$ cat config.mk
export PLATFORM = sky130hd
export DESIGN_NAME = player_collide_seq
export DESIGN_NICKNAME = d
export VERILOG_FILES = /design/src/rtl/collide_pkg.sv /design/src/rtl/tile_addr_calc.sv /design/src/rtl/player_collide_seq.sv
export SDC_FILE = /design/constraint.sdc
export NUM_CORES = 1
export LEC_CHECK = 0
export ABC_AREA = 0
export BUFFER_PORTS_ARGS = -buffer_cell sky130_fd_sc_hd__clkbuf_2
export CORE_MARGIN = 4
export CORE_UTILIZATION = 40
export CTS_BUF_LIST = sky130_fd_sc_hd__clkbuf_8
export DETAILED_ROUTE_END_ITERATION = 7
export PLACE_DENSITY = 0.71
export SYNTH_ARGS = -nofsm -noshare
export SYNTH_HDL_FRONTEND = slang
export SYNTH_HIERARCHICAL = 1
export SYNTH_SLANG_ARGS = --single-unit
$ cat constraint.sdc
create_clock -name clk -period 7.7 [get_ports clk]
set_input_delay 1.54 -clock clk [delete_from_list [all_inputs] [get_ports clk]]
set_output_delay 1.54 -clock clk [all_outputs]
set_load 0.01 [all_outputs]
$ cat src/rtl/collide_pkg.sv
// collide_pkg: shared FSM encoding, corner indices and default playfield geometry
package collide_pkg;
    typedef enum logic [2:0] {S_IDLE, S_LATCH, S_ISSUE, S_CAPTURE, S_DONE} state_t;
    localparam int CORNER_TL = 3;
    localparam int CORNER_TR = 2;
    localparam int CORNER_BL = 1;
    localparam int CORNER_BR = 0;
    localparam int DEF_X_ORIGIN = 144;
    localparam int DEF_Y_ORIGIN = 35;
    localparam int DEF_TILE_SHIFT = 5;
    localparam int DEF_MAP_COLS = 20;
    localparam int DEF_MAP_ROWS = 15;
endpackage

$ cat src/rtl/tile_addr_calc.sv
// tile_addr_calc: maps a signed pixel point to a tile-map address and an out-of-field flag
module tile_addr_calc
    import collide_pkg::*;
#(
    parameter int X_ORIGIN = DEF_X_ORIGIN,
    parameter int Y_ORIGIN = DEF_Y_ORIGIN,
    parameter int TILE_SHIFT = DEF_TILE_SHIFT,
    parameter int MAP_COLS = DEF_MAP_COLS,
    parameter int MAP_ROWS = DEF_MAP_ROWS,
    parameter int ADDR_W = 9,
    parameter bit BOUNDS = 1'b0
) (
    input  logic signed [10:0]       px,
    input  logic signed [10:0]       py,
    output logic        [ADDR_W-1:0] addr,
    output logic                     oob
);
    localparam logic signed [10:0] XO = 11'(X_ORIGIN);
    localparam logic signed [10:0] YO = 11'(Y_ORIGIN);
    localparam logic signed [10:0] MC = 11'(MAP_COLS);
    localparam logic signed [10:0] MR = 11'(MAP_ROWS);
    logic signed [10:0] dx, dy, col, row;
    always_comb begin
        dx = px - XO;
        dy = py - YO;
        col = dx >>> TILE_SHIFT;
        row = dy >>> TILE_SHIFT;
        addr = ADDR_W'(row * MC + col);
        oob = BOUNDS && (dx[10] || dy[10] || col >= MC || row >= MR);
    end
endmodule

$ cat src/rtl/player_collide_seq.sv
// player_collide_seq: per-frame four-corner tile probe sequencer for the player.
// Define BOUNDS_CHECK_EN to treat out-of-field corners as solid without a map read.
module player_collide_seq
    import collide_pkg::*;
#(
    parameter int X_ORIGIN = DEF_X_ORIGIN,
    parameter int Y_ORIGIN = DEF_Y_ORIGIN,
    parameter int TILE_SHIFT = DEF_TILE_SHIFT,
    parameter int MAP_COLS = DEF_MAP_COLS,
    parameter int MAP_ROWS = DEF_MAP_ROWS,
    parameter int PLAYER_W = 32,
    parameter int PLAYER_H = 32,
    parameter int ADDR_W = 9
) (
    input  logic              clk,
    input  logic              rst,
    input  logic              frame_tick,
    input  logic [19:0]       player_pos,
    input  logic              player_dir,
    input  logic [9:0]        x_speed,
    input  logic              ren_req,
    input  logic [ADDR_W-1:0] ren_addr,
    output logic [ADDR_W-1:0] map_addr,
    output logic              map_rd,
    input  logic              map_rdata,
    output logic [3:0]        player_col,
    output logic              step,
    output logic              busy,
    output logic              overrun
);
`ifdef BOUNDS_CHECK_EN
    localparam bit BOUNDS = 1'b1;
`else
    localparam bit BOUNDS = 1'b0;
`endif
    localparam logic signed [10:0] W1 = 11'(PLAYER_W - 1);
    localparam logic signed [10:0] H1 = 11'(PLAYER_H - 1);

    state_t state, nxt;
    logic [1:0] k;
    logic signed [10:0] cx, cy, px, py;
    logic [3:0] hits, col_q;
    logic [ADDR_W-1:0] addr;
    logic oob;

    // k[0] selects the right edge, k[1] the bottom edge
    assign px = cx + (k[0] ? W1 : 11'sd0);
    assign py = cy + (k[1] ? H1 : 11'sd0);

    tile_addr_calc #(
        .X_ORIGIN(X_ORIGIN), .Y_ORIGIN(Y_ORIGIN), .TILE_SHIFT(TILE_SHIFT),
        .MAP_COLS(MAP_COLS), .MAP_ROWS(MAP_ROWS), .ADDR_W(ADDR_W), .BOUNDS(BOUNDS)
    ) u_calc (
        .px(px),
        .py(py),
        .addr(addr),
        .oob(oob)
    );

    assign busy = state != S_IDLE;
    assign step = state == S_DONE;
    assign player_col = step ? hits : col_q;

    always_comb begin
        nxt = state;
        map_addr = ren_addr;
        map_rd = ren_req;
        case (state)
            S_IDLE:    nxt = frame_tick ? S_LATCH : S_IDLE;
            S_LATCH:   nxt = S_ISSUE;
            S_ISSUE: begin
                if (!ren_req) begin
                    map_addr = addr;
                    map_rd = !oob;
                    nxt = S_CAPTURE;
                end
            end
            S_CAPTURE: nxt = (k == 2'd3) ? S_DONE : S_ISSUE;
            S_DONE:    nxt = S_IDLE;
            default:   nxt = S_IDLE;
        endcase
    end

    always_ff @(posedge clk) begin
        if (rst) begin
            state <= S_IDLE;
            k <= 2'd0;
            cx <= 11'sd0;
            cy <= 11'sd0;
            hits <= 4'd0;
            col_q <= 4'd0;
            overrun <= 1'b0;
        end else begin
            state <= nxt;
            if (frame_tick && busy)
                overrun <= 1'b1;
            if (state == S_LATCH) begin
                cx <= player_dir ? $signed({1'b0, player_pos[19:10]}) + $signed({1'b0, x_speed})
                                 : $signed({1'b0, player_pos[19:10]}) - $signed({1'b0, x_speed});
                cy <= $signed({1'b0, player_pos[9:0]});
                k <= 2'd0;
            end
            // corner k lands in bit 3-k, so TL ends up in bit 3
            if (state == S_CAPTURE) begin
                hits[~k] <= oob | map_rdata;
                k <= k + 2'd1;
            end
            if (state == S_DONE)
                col_q <= hits;
        end
    end
endmodule

== Yosys cells after proc, flatten, opt, wreduce, memory -nomap -nowiden ==
Index checks and enable logic that the tools add are counted.
Storage, ports and cells
  input port bits: 45
  word-level logic and storage cells: 46
  bits in registers: 35
  output and inout port bits: 17
Cells by class
  multiplexer cells: 16
  add/sub/neg operators: 8
  equality and inequality tests: 6
  $mul: 1
  bitwise logic cells: 1
  reductions and logical operators: 5
  order comparisons: 2
Operators by type and width (number)
  9-bit two-way mux: 2
  3-bit one-hot mux with 4 select lines: 1
  10-bit by 10-bit adder with 11-bit output: 1
  10-bit by 5-bit adder with 11-bit output: 1
  11-bit by 6-bit adder with 11-bit output: 1
  11-bit two-way mux: 1
  10-bit by 10-bit subtractor with 11-bit output: 1
  11-bit by 7-bit subtractor with 11-bit output, second input constant: 1
  11-bit by 9-bit subtractor with 11-bit output, second input constant: 1
  5-bit two-way mux: 2
  9-bit by 6-bit adder with 9-bit output: 1
  6-bit by 4-bit multiplier with 7-bit output, second input constant: 1
  3-bit by 2-bit == test with 1-bit output, second input constant: 2
  3-bit two-way mux: 2
  4-bit bitwise mux: 1
  2-bit two-way mux: 2
  4-bit two-way mux: 1
  3-bit by 1-bit == test with 1-bit output, second input constant: 1
  3-bit == test, second input constant: 1
  3-bit zero test: 1
  2-bit by 3-bit < comparator with 1-bit output, second input constant: 1
  1-bit two-way mux: 3
  3-bit nonzero test: 1
  2-bit by 1-bit adder with 2-bit output, second input constant: 1
  7 further kinds: 8

== Longest topological paths before layout ==
Gate-level depths: netlist of run 1.
  word-level depth: 7
  mapped depth: 21
  mapped depth without buffers: 21

== By module ==
Netlist of run 1, hierarchy kept.
Modules (own cells, without submodules)
  player_collide_seq: instances 1, area an instance 2790.2 µm², cells an instance 353, seq. area each 700.7 µm²
  tile_addr_calc: instances 1, area an instance 610.6 µm², cells an instance 71, seq. area each 0.0 µm²

== Least setup slack after synthesis of run 1 ==
No wires, ideal clock.
  path type: reg2out
  from: reg k[1]
  to: out map_addr[8]
  cell stages (with the launch flop): 21
  arrival time: 4.882 ns
  path slack: 1.278 ns
  path buffers: 0
  data required time: 6.160 ns
  path through: dfxtp_1 ha_1 inv_1 fa_1 nor2b_1 o21ai_0 a21boi_1 nor2_1 a2111oi_4 nor2b_2 or3_4 o21ai_2 or2b_1 ha_1 fa_1 ha_1 o21ai_0 o21bai_1 a21oi_1 xor3_1 mux2_1
On the way
  word-level cells in the longest chain between the ends: 7
RTL lines
  start: declaration: line player_collide_seq.sv:40  | logic [1:0] k;
  start signal: assignment: line player_collide_seq.sv:106  | k <= k + 2'd1;
  5-bit two-way mux: line player_collide_seq.sv:48  | assign py = cy + (k[1] ? H1 : 11'sd0);
  10-bit by 5-bit adder with 11-bit output: line player_collide_seq.sv:48
  via py[4]: line player_collide_seq.sv:41  | logic signed [10:0] cx, cy, px, py;
  11-bit by 7-bit subtractor with 11-bit output: line tile_addr_calc.sv:25  | dy = py - YO;
  6-bit by 4-bit multiplier with 7-bit output: line tile_addr_calc.sv:28  | addr = ADDR_W'(row * MC + col);
  9-bit by 6-bit adder with 9-bit output: line tile_addr_calc.sv:28
  via addr[8]: line player_collide_seq.sv:43  | logic [ADDR_W-1:0] addr;
  9-bit two-way mux: line player_collide_seq.sv:72  | if (!ren_req) begin
  9-bit two-way mux: line player_collide_seq.sv:68  | case (state)
  end: declaration: line player_collide_seq.sv:23  | output logic [ADDR_W-1:0] map_addr,
The timed path passes the listed nets, and every way through them passes these cells.

== Worst setup path after layout of run 1 ==
Ends and elaborated chain as after synthesis.

==> run summary, run 1 <==
The overall routing resource usage was 15.0%; the layout-stage area growth over the synthesis result was 13.3%. After floorplanning, the core was sized to cover 8220 µm². IR analysis of the VDD net gives a maximum drop of 79.0 µV. The worst path in the final design needs a cycle of 7230 ps, including I/O delays and setup. For the count of maximum capacitance violations, the log shows 0. The destination of the worst register-to-register timing path is cx[5]. The net count of the finished layout is 564. The total count of hold-check failures in the final report was 0; the largest incremental delay on the critical path was 520 ps. The overflow left after global routing is 0. Family with the most delay on the worst path: adder cells.

The power per standard cell area is 194 nW/µm², and the average wire length per cell after detail routing is 12.8 µm. For this design, the sink count on the clock tree is 35. The worst hold slack after final layout is 461 ps. The floorplan has 33 rows. For the max-slew violation count, the log shows 0.

After detailed routing, the number of vias per cell comes to 5.29. The worst setup path is launched from a flop. The total wirelength of the detailed-routed design was 7380 µm; the total clock buffers created by CTS was 5. Once detail routing completed, the nets flagged for antenna violations numbered 0. In the synthesized netlist, the number of instances is 421.

For the global-route wire length before repair, the log shows 12,600 µm. The most frequent cell on the critical path was sky130_fd_sc_hd__ha_1. The number of gates resized after CTS was 0.

When the netlist entered floorplanning its net count stood at 511. The flow ran to the end, and the final reports show no timing, DRC or antenna violations. The number of global-route vias before repair is 2,915, and the cell count of the worst reg-to-reg path is 4. For this design the static power due to leakage is 1.68 nW.

The logs give 2 for the maximum buffer depth of the clock tree and 0.776 for the final estimated routing congestion in global placement. The die area is 9980 µm². The tools report the clock root buffer master as sky130_fd_sc_hd__clkbuf_8. Top fanout value on the critical path: 9.

The initial antenna violation count was 0. The via total after detailed routing was 3,065. The vertical extent of the die was 99.9 µm.

Measured on the finished design, the core utilization comes to 46.6%. After detailed routing, the number of remaining DRC violations is 0. At the later pin of the worst-skew pair, clock insertion delay measures 280 ps. The number of cells on the critical path is 21.

The tools report the number of top-level pins as 62. The logs give 5690 ps for the data arrival at the endpoint of the critical path and 41.1% for the effective utilization at floorplan. The fmax is 0.138 GHz, and the worst path required time is 6160 ps.

The clock edge transition at the registers on the reported setup and hold paths is 70 ps, and the buffer and inverter count on the worst path is 2. The most critical setup path has its startpoint at k[1]. The tools report the setup slack of the most critical reg-to-reg path as 5590 ps.

Walking the worst path, the cells encountered are ha_1, inv_1, fa_1, nor2b_1, o21ai_0, a21boi_1, nor2_1, a2111oi_4, nor2b_2, or3_4, o21ai_2, or2b_1, ha_1, fa_1, ha_1, o21ai_0, o21bai_1, a21oi_1, xor3_1, mux2_1, clkbuf_2. The cell with the biggest individual delay on the critical path was sky130_fd_sc_hd__dfxtp_1. The run gives 0 as the number of hold buffers added after cts.

Kind of critical path: reg2out. The repair_antennas step left the layout with diodes totalling 0. The final critical path takes up 93.9% of the cycle. For the pin with the worst max-slew slack, the measured transition is 1060 ps.

Accumulated negative setup slack: 0 ps. In the final layout, the share of cells above drive strength 1 is 18.4%. Entering global routing, the biggest net connects 36 pins. On the final layout, the worst clock skew is 9.54 ps. The run gives 3740 µm² as the standard cell area after detailed placement. Setup violations remaining at the end of the flow were counted as 0. Setup repair after global routing left no endpoint under its margin. For this run, the detailed router's first-pass iteration total came to 4. CTS built an H-tree with a depth of 2.

The min-delay analysis places its worst path in the category reg2reg. The tools report the final design area excluding fillers as 3830 µm². The floorplan step set the die width to 99.9 µm.

For the relative slew slack, the log shows 29.1%. The tools report the total standard cell area after synthesis as 3380 µm². Capture point of the critical path: map_addr[8]. TritonCTS built the clock tree. The tools report the detailed router's first-iteration violation count as 178. The HPWL after detailed placement is 6020 µm. The worst flop-to-flop path startpoint is state[0].

STA classifies the critical path endpoint as an output port. Number of I/O port buffers: 61. The number of warnings reported in the yosys synthesis log was 6; the post-synthesis area per instance was 8.03 µm².

Post-CTS timing repair inserted 0 buffers for setup.
==> placed cells by master (no fill, tap or decap), drive strengths merged, types with 3 or more instances in the layout <==
cell / count
a211oi: 8
o21ai: 18
nor3: 17
nand4: 4
mux2: 14
or3: 3
a31oi: 5
dfxtp: 35
inv: 32
a311oi: 4
and3: 5
a21oi: 47
ha: 40
nand3: 5
clkbuf: 67
fa: 5
o311ai: 5
nor2b: 4
o21bai: 3
xnor2: 22
nor2: 23
nor3b: 7
xor2: 13
nand2b: 3
and2: 5
nand2: 47
a21o: 6
==> stage by stage <==
stage	worst slack, ps	power, mW	std cells
after floorplan	1280	0.527	421
after global placement	951	0.601	572
after detailed placement	782	0.611	572
after CTS	450	0.749	579
after global routing	54.4	0.812	579
final	467	0.742	579
==> area by class of cell <==
cell class | instances | area [µm²]
inverter | 32 | 120
fill | 817 | 4390
timing repair buffer | 62 | 313
sequential | 35 | 701
clock buffer | 6 | 82.6
clock inverter | 1 | 5.00
multi-input combinational | 338 | 2480
tap | 105 | 131
==> sequential cells by signal, indices dropped and copies added (netlist names) <==
name and cells:
col_q 4, cx 11, cy 10, hits 4, k 2, overrun 1
state 3
==> worst min-delay path, cell delays in order, from the launching register on <==
cell	delay (ps)
sky130_fd_sc_hd__dfxtp_1	310
sky130_fd_sc_hd__nand2_1	50
sky130_fd_sc_hd__a21oi_1	50
==> report_power, final <==
| group | leakage [nW] | switching (mW) | internal (mW) |
|---|---|---|---|
| Combinational | 1.35 | 0.209 | 0.199 |
| Clock | 0.0470 | 0.0627 | 0.0701 |
| Sequential | 0.284 | 0.0106 | 0.191 |
| Total | 1.68 | 0.282 | 0.460 |
==> worst min path at each step <==
stage,start,end,slack (ps),cells past startpoint
floorplan,cx[4],cx[4],440,2
global placement,overrun,overrun,450,2
detailed placement,cx[4],cx[4],460,2
CTS,cx[4],cx[4],460,2
global route,cy[0],cy[0],480,2
finish,cx[4],cx[4],460,2
==> layer usage <==
metal / track usage (%) / vias up / share of wire, %
met5: 0 / - / 0
met4: 6.09 / 0 / 2.0
met3: 1.88 / 8 / 4.5
met2: 25.9 / 70 / 47
met1: 19.0 / 1399 / 46
li1: - / 1588 / -
(Power assumes the default switching activity.)
==> run 2, diff against run 1 <==
MAX_ROUTING_LAYER = met4   (was not set)
==> run summary, run 2 (same netlist as run 1, synthesis figures left out) <==
The run gives 3830 µm² (unchanged) as the final design area excluding fillers. The critical path capture point type was an output port (unchanged). The total count of hold-check failures in the final report is 0 (unchanged).

For the relative slew slack, the log shows 28.1% (was 29.1%). Cell with the biggest individual delay on the critical path: sky130_fd_sc_hd__dfxtp_1 (unchanged). The fraction of layout instances using a drive strength above 1 came out at 18.4% (unchanged).

For the effective utilization at floorplan, the log shows 41.1% (unchanged). Kind of critical path: reg2out (unchanged). The tools report the worst supply voltage drop on vdd as 78.2 µV (was 79.0 µV). The standard cell area after detailed placement is 3740 µm² (unchanged), and the DRC violation count after routing is 0 (unchanged). The flip-flop count of the largest register, all copies and words added was 11 (unchanged); the shortest period the worst path allows was 7230 ps (about the same). The die area is 9980 µm² (unchanged). Most frequent cells in the layout: sky130_fd_sc_hd__clkbuf_2, sky130_fd_sc_hd__nand2_1, sky130_fd_sc_hd__a21oi_1 (unchanged). The most flop-heavy register was cx (unchanged).

The tools report the count of clock tree sinks as 35 (unchanged). The maximum clock skew at final layout came out at 8.83 ps (was 9.54 ps). The flow ran to the end, and the final reports show no timing, DRC or antenna violations.

The data arrival at the endpoint of the critical path is 5690 ps (about the same), and the power per standard cell area is 194 nW/µm² (about the same). Detailed router's first-iteration violation count: 172 (was 178). For the number of placed instances, taps included, the log shows 572 (unchanged).

The width of the die was 99.9 µm (unchanged); the number of global-route vias before repair was 2,918 (was 2,915). TritonCTS built the clock tree. The tools report the clock root buffer master as sky130_fd_sc_hd__clkbuf_8 (unchanged).

Number of antenna-violating nets in the routed design: 0 (unchanged). The number of I/O port buffers was 61 (unchanged); the final net count was 564 (unchanged). For the fmax, the log shows 0.138 GHz (about the same).

The count of maximum capacitance violations was 0 (unchanged); the worst hold slack after final layout was 461 ps (about the same). Worst path required time: 6160 ps (about the same). The run gives 5 (unchanged) as the total clock buffers created by CTS. The clock latency of the later-clocked register in the worst-skew pair is 280 ps (about the same). The run gives 0 (unchanged) as the initial antenna violation count.

The run gives 0 (unchanged) as the final setup violation count. For the global-route wire length before repair, the log shows 12,600 µm (unchanged). The number of diodes added for antenna fixing is 0 (unchanged), and the maximum number of pins on one net before global-route repair is 36 (unchanged). The maximum buffer depth of the clock tree came out at 2 (unchanged). The tools report the buffers inserted during post-CTS setup optimization as 0 (unchanged). The transition time at the pin with the least slew margin is 1080 ps (was 1060 ps). The run gives 0 (unchanged) as the post-cts gate resize count. CP cell instances: ha_1, inv_1, fa_1, nor2b_1, o21ai_0, a21boi_1, nor2_1, a2111oi_4, nor2b_2, or3_4, o21ai_2, or2b_1, ha_1, fa_1, ha_1, o21ai_0, o21bai_1, a21oi_1, xor3_1, mux2_1, clkbuf_2 (unchanged). The layout-stage area growth over the synthesis result came out at 13.3% (unchanged). The run gives 4 (unchanged) as the length of the first detailed-routing pass in iterations.

The tools report the number of hold buffers added after cts as 0 (unchanged). The run gives 1.68 nW (unchanged) as the leakage power. The most common cell after layout, fill and taps aside is sky130_fd_sc_hd__clkbuf_2 (unchanged). The largest incremental delay on the critical path is 520 ps (about the same). The logs give 8220 µm² (unchanged) for the core area and 33 (unchanged) for the number of placement rows. The tools report the max-slew violation count as 0 (unchanged).

Largest registers ranked by flip-flop count: cx: 11 flops, cy: 10 flops (unchanged). Setup repair after global routing left no endpoint under its margin. The clock edge transition at the registers on the reported setup and hold paths was 70 ps (about the same). The post-detailed-route via-to-cell ratio was 5.28 (was 5.29); the total wirelength of the detailed-routed design was 7370 µm (was 7380 µm).

For the overall routing resource usage, the log shows 15.5% (was 15.0%). The logs give 0 (unchanged) for the overflow left after global routing and 6020 µm (unchanged) for the half-perimeter wire length of the detailed placement result. The most frequent cell on the critical path is sky130_fd_sc_hd__ha_1 (unchanged). The share of the clock period used by the worst path after layout came out at 93.8% (was 93.9%). The filler-free cell count of the finished design is 579 (unchanged). Via total after detailed routing: 3,056 (was 3,065).

For the met3 layer wire length in the routed design, the log shows 281 µm (was 334 µm). The average wire length per cell after detail routing works out to 12.7 µm (was 12.8 µm). The class of the tightest hold or removal check was reg2reg (unchanged). For the accumulated negative setup slack, the log shows 0 ps (unchanged).

The vertical extent of the die is 99.9 µm (unchanged), and the deepest level of the CTS H-tree is 2 (unchanged). Final estimated routing congestion in global placement: 0.787 (was 0.776). The top fanout value on the critical path is 9 (unchanged), and the number of top-level pins is 62 (unchanged).

The wire length on met2 is 3500 µm (about the same). The launching element type of the critical path was a flop (unchanged). Uppermost signal routing layer after detailed routing: met4 (unchanged).

The sum of routed wire segments on met1 was 3450 µm (was 3400 µm).
## run 2: worst paths after layout
check / start / depth (start not counted) / slack (ps) / to
worst max-delay path: k[1] / 21 / 470 / map_addr[8]
worst min-delay path: cx[4] / 2 / 460 / cx[4]
worst max register to register: state[0] / 4 / 5580 / cx[5]
worst min register to register: cx[4] / 2 / 460 / cx[4]
## run 2: routing by layer
layer  GRT usage (%)  vias to the layer above
met2            26.0                       63
li1                -                     1588
met5               -                        -
met1            19.0                     1397
met3            1.74                        8
met4            6.09                        0
## run 2: area by class of cell
cell class	count	area [µm²]
tap	105	131
multi-input combinational	338	2480
timing repair buffer	62	313
sequential	35	701
clock buffer	6	82.6
inverter	32	120
clock inverter	1	5.00
fill	817	4390
## run 2: stage by stage
stage	util [%]	worst slack (ps)	total power, mW
after global routing	46.6	58.3	0.812
after global placement	45.5	951	0.601
after detailed placement	45.5	782	0.611
after floorplan	-	1280	0.527
after CTS	46.6	450	0.749
final	46.6	474	0.742
## run 2: worst max-delay path: cells and delay by family (launching register included)
| family | cells | cell delay (ps) |
|---|---|---|
| fa+ha+maj | 5 | 1750 |
| buf+inv | 2 | 190 |
| xor+xnor | 1 | 340 |
| flops | 1 | 520 |
| mux | 1 | 300 |
| compound gates | 7 | 1360 |
| simple gates | 5 | 960 |
## run 2: power by group
part	total, mW	leakage, nW	internal [mW]	switching [mW]
sequential	0.202	0.284	0.191	0.0106
clock	0.133	0.0470	0.0701	0.0630
combinational	0.408	1.35	0.199	0.208
total	0.742	1.68	0.460	0.282
==> run 3, diff against run 2 <==
BUFFER_PORTS_ARGS = not set   (was -buffer_cell sky130_fd_sc_hd__clkbuf_2)
CORE_ASPECT_RATIO = 0.8   (was not set)
DONT_BUFFER_PORTS = 1   (was not set)
PLACE_DENSITY = 0.64   (was 0.71)
==> run summary, run 3 (same netlist as run 1, synthesis figures left out) <==
The logs give 6160 ps (about the same) for the worst path required time and 0.270 mW (was 0.282 mW) for the switching component of the power. The run gives 12,900 µm (was 12,600 µm) as the global-route wire length before repair. Combined flip-flop and latch cell area: 701 µm² (unchanged).

The tools report the setup slack of the most critical reg-to-reg path as 5630 ps (was 5580 ps). The worst flop-to-flop path startpoint is state[0] (unchanged). The number of I/O port buffers is 0 (was 61), and the maximum number of pins on one net before global-route repair is 36 (unchanged). Setup repair after global routing left no endpoint under its margin.

The run finished with clean final reports. Startpoint of the tightest hold check path: cy[0] (was cx[4]). For the maximum clock skew at final layout, the log shows 6.02 ps (was 8.83 ps).

The tools report the clock root buffer master as sky130_fd_sc_hd__clkbuf_8 (unchanged). The number of global-route vias before repair is 2,836 (was 2,918). The filler-free cell count of the finished design came out at 521 (was 579). The setup slack of the critical path after layout was 625 ps (was 474 ps). The class of the tightest hold or removal check was reg2reg (unchanged). The fraction of met2 tracks used by global routing came out at 23.9% (was 26.0%).

The core area was 8090 µm² (was 8220 µm²). The busiest metal layer after global routing was met2 (unchanged). Effective utilization at floorplan: 41.8% (was 41.1%). The run gives 15.5% (about the same) as the overall routing resource usage. TritonCTS built the clock tree. Internal power component: 0.446 mW (was 0.460 mW). The count of maximum capacitance violations came out at 0 (unchanged).

For the fmax, the log shows 0.141 GHz (was 0.138 GHz). The detailed router's first-iteration violation count is 98 (was 172). The average wire length per cell after detail routing came out at 14.1 µm (was 12.7 µm). The share of power burned in registers came out at 28.2% (was 27.2%). The power per standard cell area is 203 nW/µm² (was 194 nW/µm²), and the fill cell total of the finished layout is 831 (was 817). The via total after detailed routing is 2,848 (was 3,056).

The leakage power is 1.43 nW (was 1.68 nW), and the share of the clock period used by the worst path after layout is 91.9% (was 93.8%). The tools report the total wirelength of the detailed-routed design as 7330 µm (was 7370 µm). The count of clock tree sinks is 35 (unchanged), and the instance count along the most critical hold path is 2 (unchanged). The layout-stage area growth over the synthesis result is 4.37% (was 13.3%), and the final net count is 503 (was 564). The share of total power in the clock network was 18.6% (was 17.9%). The kind of critical path is reg2out (unchanged). The cell count of the worst reg-to-reg path works out to 4 (unchanged).

The overflow left after global routing was 0 (unchanged); the proportion of power drawn by combinational gates was 53.2% (was 54.9%). The logs give 9990 µm² (was 9980 µm²) for the die area and 0 (unchanged) for the number of diodes added for antenna fixing. Final setup violation count: 0 (unchanged). The number of placement rows is 29 (was 33). Most frequent cells in the layout: sky130_fd_sc_hd__nand2_1, sky130_fd_sc_hd__a21oi_1, sky130_fd_sc_hd__ha_1 (was sky130_fd_sc_hd__clkbuf_2, sky130_fd_sc_hd__nand2_1, sky130_fd_sc_hd__a21oi_1). The clock edge transition at the registers on the reported setup and hold paths was 70 ps (about the same); the area of the multi-input gates was 2480 µm² (unchanged).

Number of hold buffers added after cts: 0 (unchanged). The buffers inserted during post-CTS setup optimization came out at 0 (unchanged). The half-perimeter wire length of the detailed placement result came out at 5950 µm (was 6020 µm).

The number of placed instances, taps included came out at 514 (was 572). The tools report the sink of the worst hold path as cy[0] (was cx[4]). For the worst supply voltage drop on vdd, the log shows 107 µV (was 78.2 µV). The logs give 62 (unchanged) for the number of top-level pins and 20.5% (was 19.0%) for the global-route met1 utilization. The initial antenna violation count was 0 (unchanged). CP cell instances: ha_1, inv_1, fa_1, nor2b_1, o21ai_0, a21boi_1, nor2_1, a2111oi_4, nor2b_2, or3_4, o21ai_2, or2b_1, ha_1, fa_1, ha_1, o21ai_0, o21bai_1, a21oi_1, xor3_1, mux2_1 (was ha_1, inv_1, fa_1, nor2b_1, o21ai_0, a21boi_1, nor2_1, a2111oi_4, nor2b_2, or3_4, o21ai_2, or2b_1, ha_1, fa_1, ha_1, o21ai_0, o21bai_1, a21oi_1, xor3_1, mux2_1, clkbuf_2). The tools report the launching element type of the critical path as a flop (unchanged). The met3 track utilization from global routing is 3.89% (was 1.74%), and the standard cell area after detailed placement is 3440 µm² (was 3740 µm²). The tools report the relative slew slack as 29.8% (was 28.1%). Largest registers ranked by flip-flop count: cx: 11 flops, cy: 10 flops (unchanged). The buffer and inverter count on the worst path came out at 1 (was 2).

The clock latency of the later-clocked register in the worst-skew pair is 290 ps (was 280 ps). Flip-flop count of the largest register, all copies and words added: 11 (unchanged). The shortest period the worst path allows was 7070 ps (was 7230 ps).

The most common cell after layout, fill and taps aside is sky130_fd_sc_hd__nand2_1 (was sky130_fd_sc_hd__clkbuf_2). Critical path capture point type: an output port (unchanged). The post-detailed-route via-to-cell ratio is 5.47 (was 5.28). The worst hold slack after final layout is 456 ps (was 461 ps). Length of the first detailed-routing pass in iterations: 4 (unchanged). Width of the die: 111 µm (was 99.9 µm). Most flop-heavy register: cx (unchanged). The family with the most delay on the worst path was adder cells (unchanged). The fraction of layout instances using a drive strength above 1 is 6.30% (was 18.4%), and the data arrival at the endpoint of the critical path is 5530 ps (was 5690 ps). Max-slew violation count: 0 (unchanged). The DRC violation count after routing is 0 (unchanged), and the accumulated negative setup slack is 0 ps (unchanged). The top fanout value on the critical path is 9 (unchanged). The most frequent cell on the critical path was sky130_fd_sc_hd__ha_1 (unchanged). The final design area excluding fillers is 3530 µm² (was 3830 µm²).

The maximum buffer depth of the clock tree is 2 (unchanged), and the setup slack at placement is 934 ps (was 782 ps). The deepest level of the CTS H-tree was 2 (unchanged); the vertical extent of the die was 90.2 µm (was 99.9 µm). For the final estimated routing congestion in global placement, the log shows 0.854 (was 0.787). The number of antenna-violating nets in the routed design is 0 (unchanged), and the transition time at the pin with the least slew margin is 1050 ps (was 1080 ps).

The logs give 0 (unchanged) for the total count of hold-check failures in the final report and 43.6% (was 46.6%) for the utilization after layout. The largest incremental delay on the critical path was 520 ps (about the same). For the post-cts gate resize count, the log shows 0 (unchanged).

The cell with the biggest individual delay on the critical path is sky130_fd_sc_hd__dfxtp_1 (unchanged). The sum of internal, switching and leakage power came out at 0.717 mW (was 0.742 mW). The tools report the destination of the worst register-to-register timing path as cx[5] (unchanged).

The net switching fraction of the power was 37.7% (was 38.0%); the total clock buffers created by CTS was 5 (unchanged).
run 3: worst max path at each step:
stage | endpoint | slack [ps] | start | cells after the start
floorplan | map_addr[8] | 1280 | k[1] | 20
global placement | map_addr[8] | 1040 | k[1] | 20
detailed placement | map_addr[8] | 930 | k[1] | 20
CTS | map_addr[8] | 600 | k[1] | 20
global route | map_addr[8] | 180 | k[1] | 20
finish | map_addr[8] | 630 | k[1] | 20
run 3: layout make-up:
type | instances | share of cell area (%)
clock buffer | 6 | 2.34
clock inverter | 1 | 0.142
inverter | 32 | 3.41
multi-input combinational | 338 | 70.2
sequential | 35 | 19.9
tap | 108 | 3.83
timing repair buffer | 1 | 0.213
run 3: layer usage:
layer,up-vias,share of wire [%]
li1,1471,-
met1,1330,51
met2,41,44
met3,6,4.2
met4,0,0.85
met5,-,0
run 3: worst register-to-register path, delay by kind of cell, from the launching register on:
family	cells	cell delay, ps
simple gates	4	1580
flops	1	440
run 3: power by group through the flow:
stage,logic [mW],registers (mW),clock network (mW)
3_5_place_dp,0.382,0.206,0
4_1_cts,0.384,0.202,0.139
3_3_place_gp,0.370,0.206,0
2_1_floorplan,0.325,0.202,0
5_1_grt,0.440,0.204,0.146
6_report,0.381,0.202,0.133
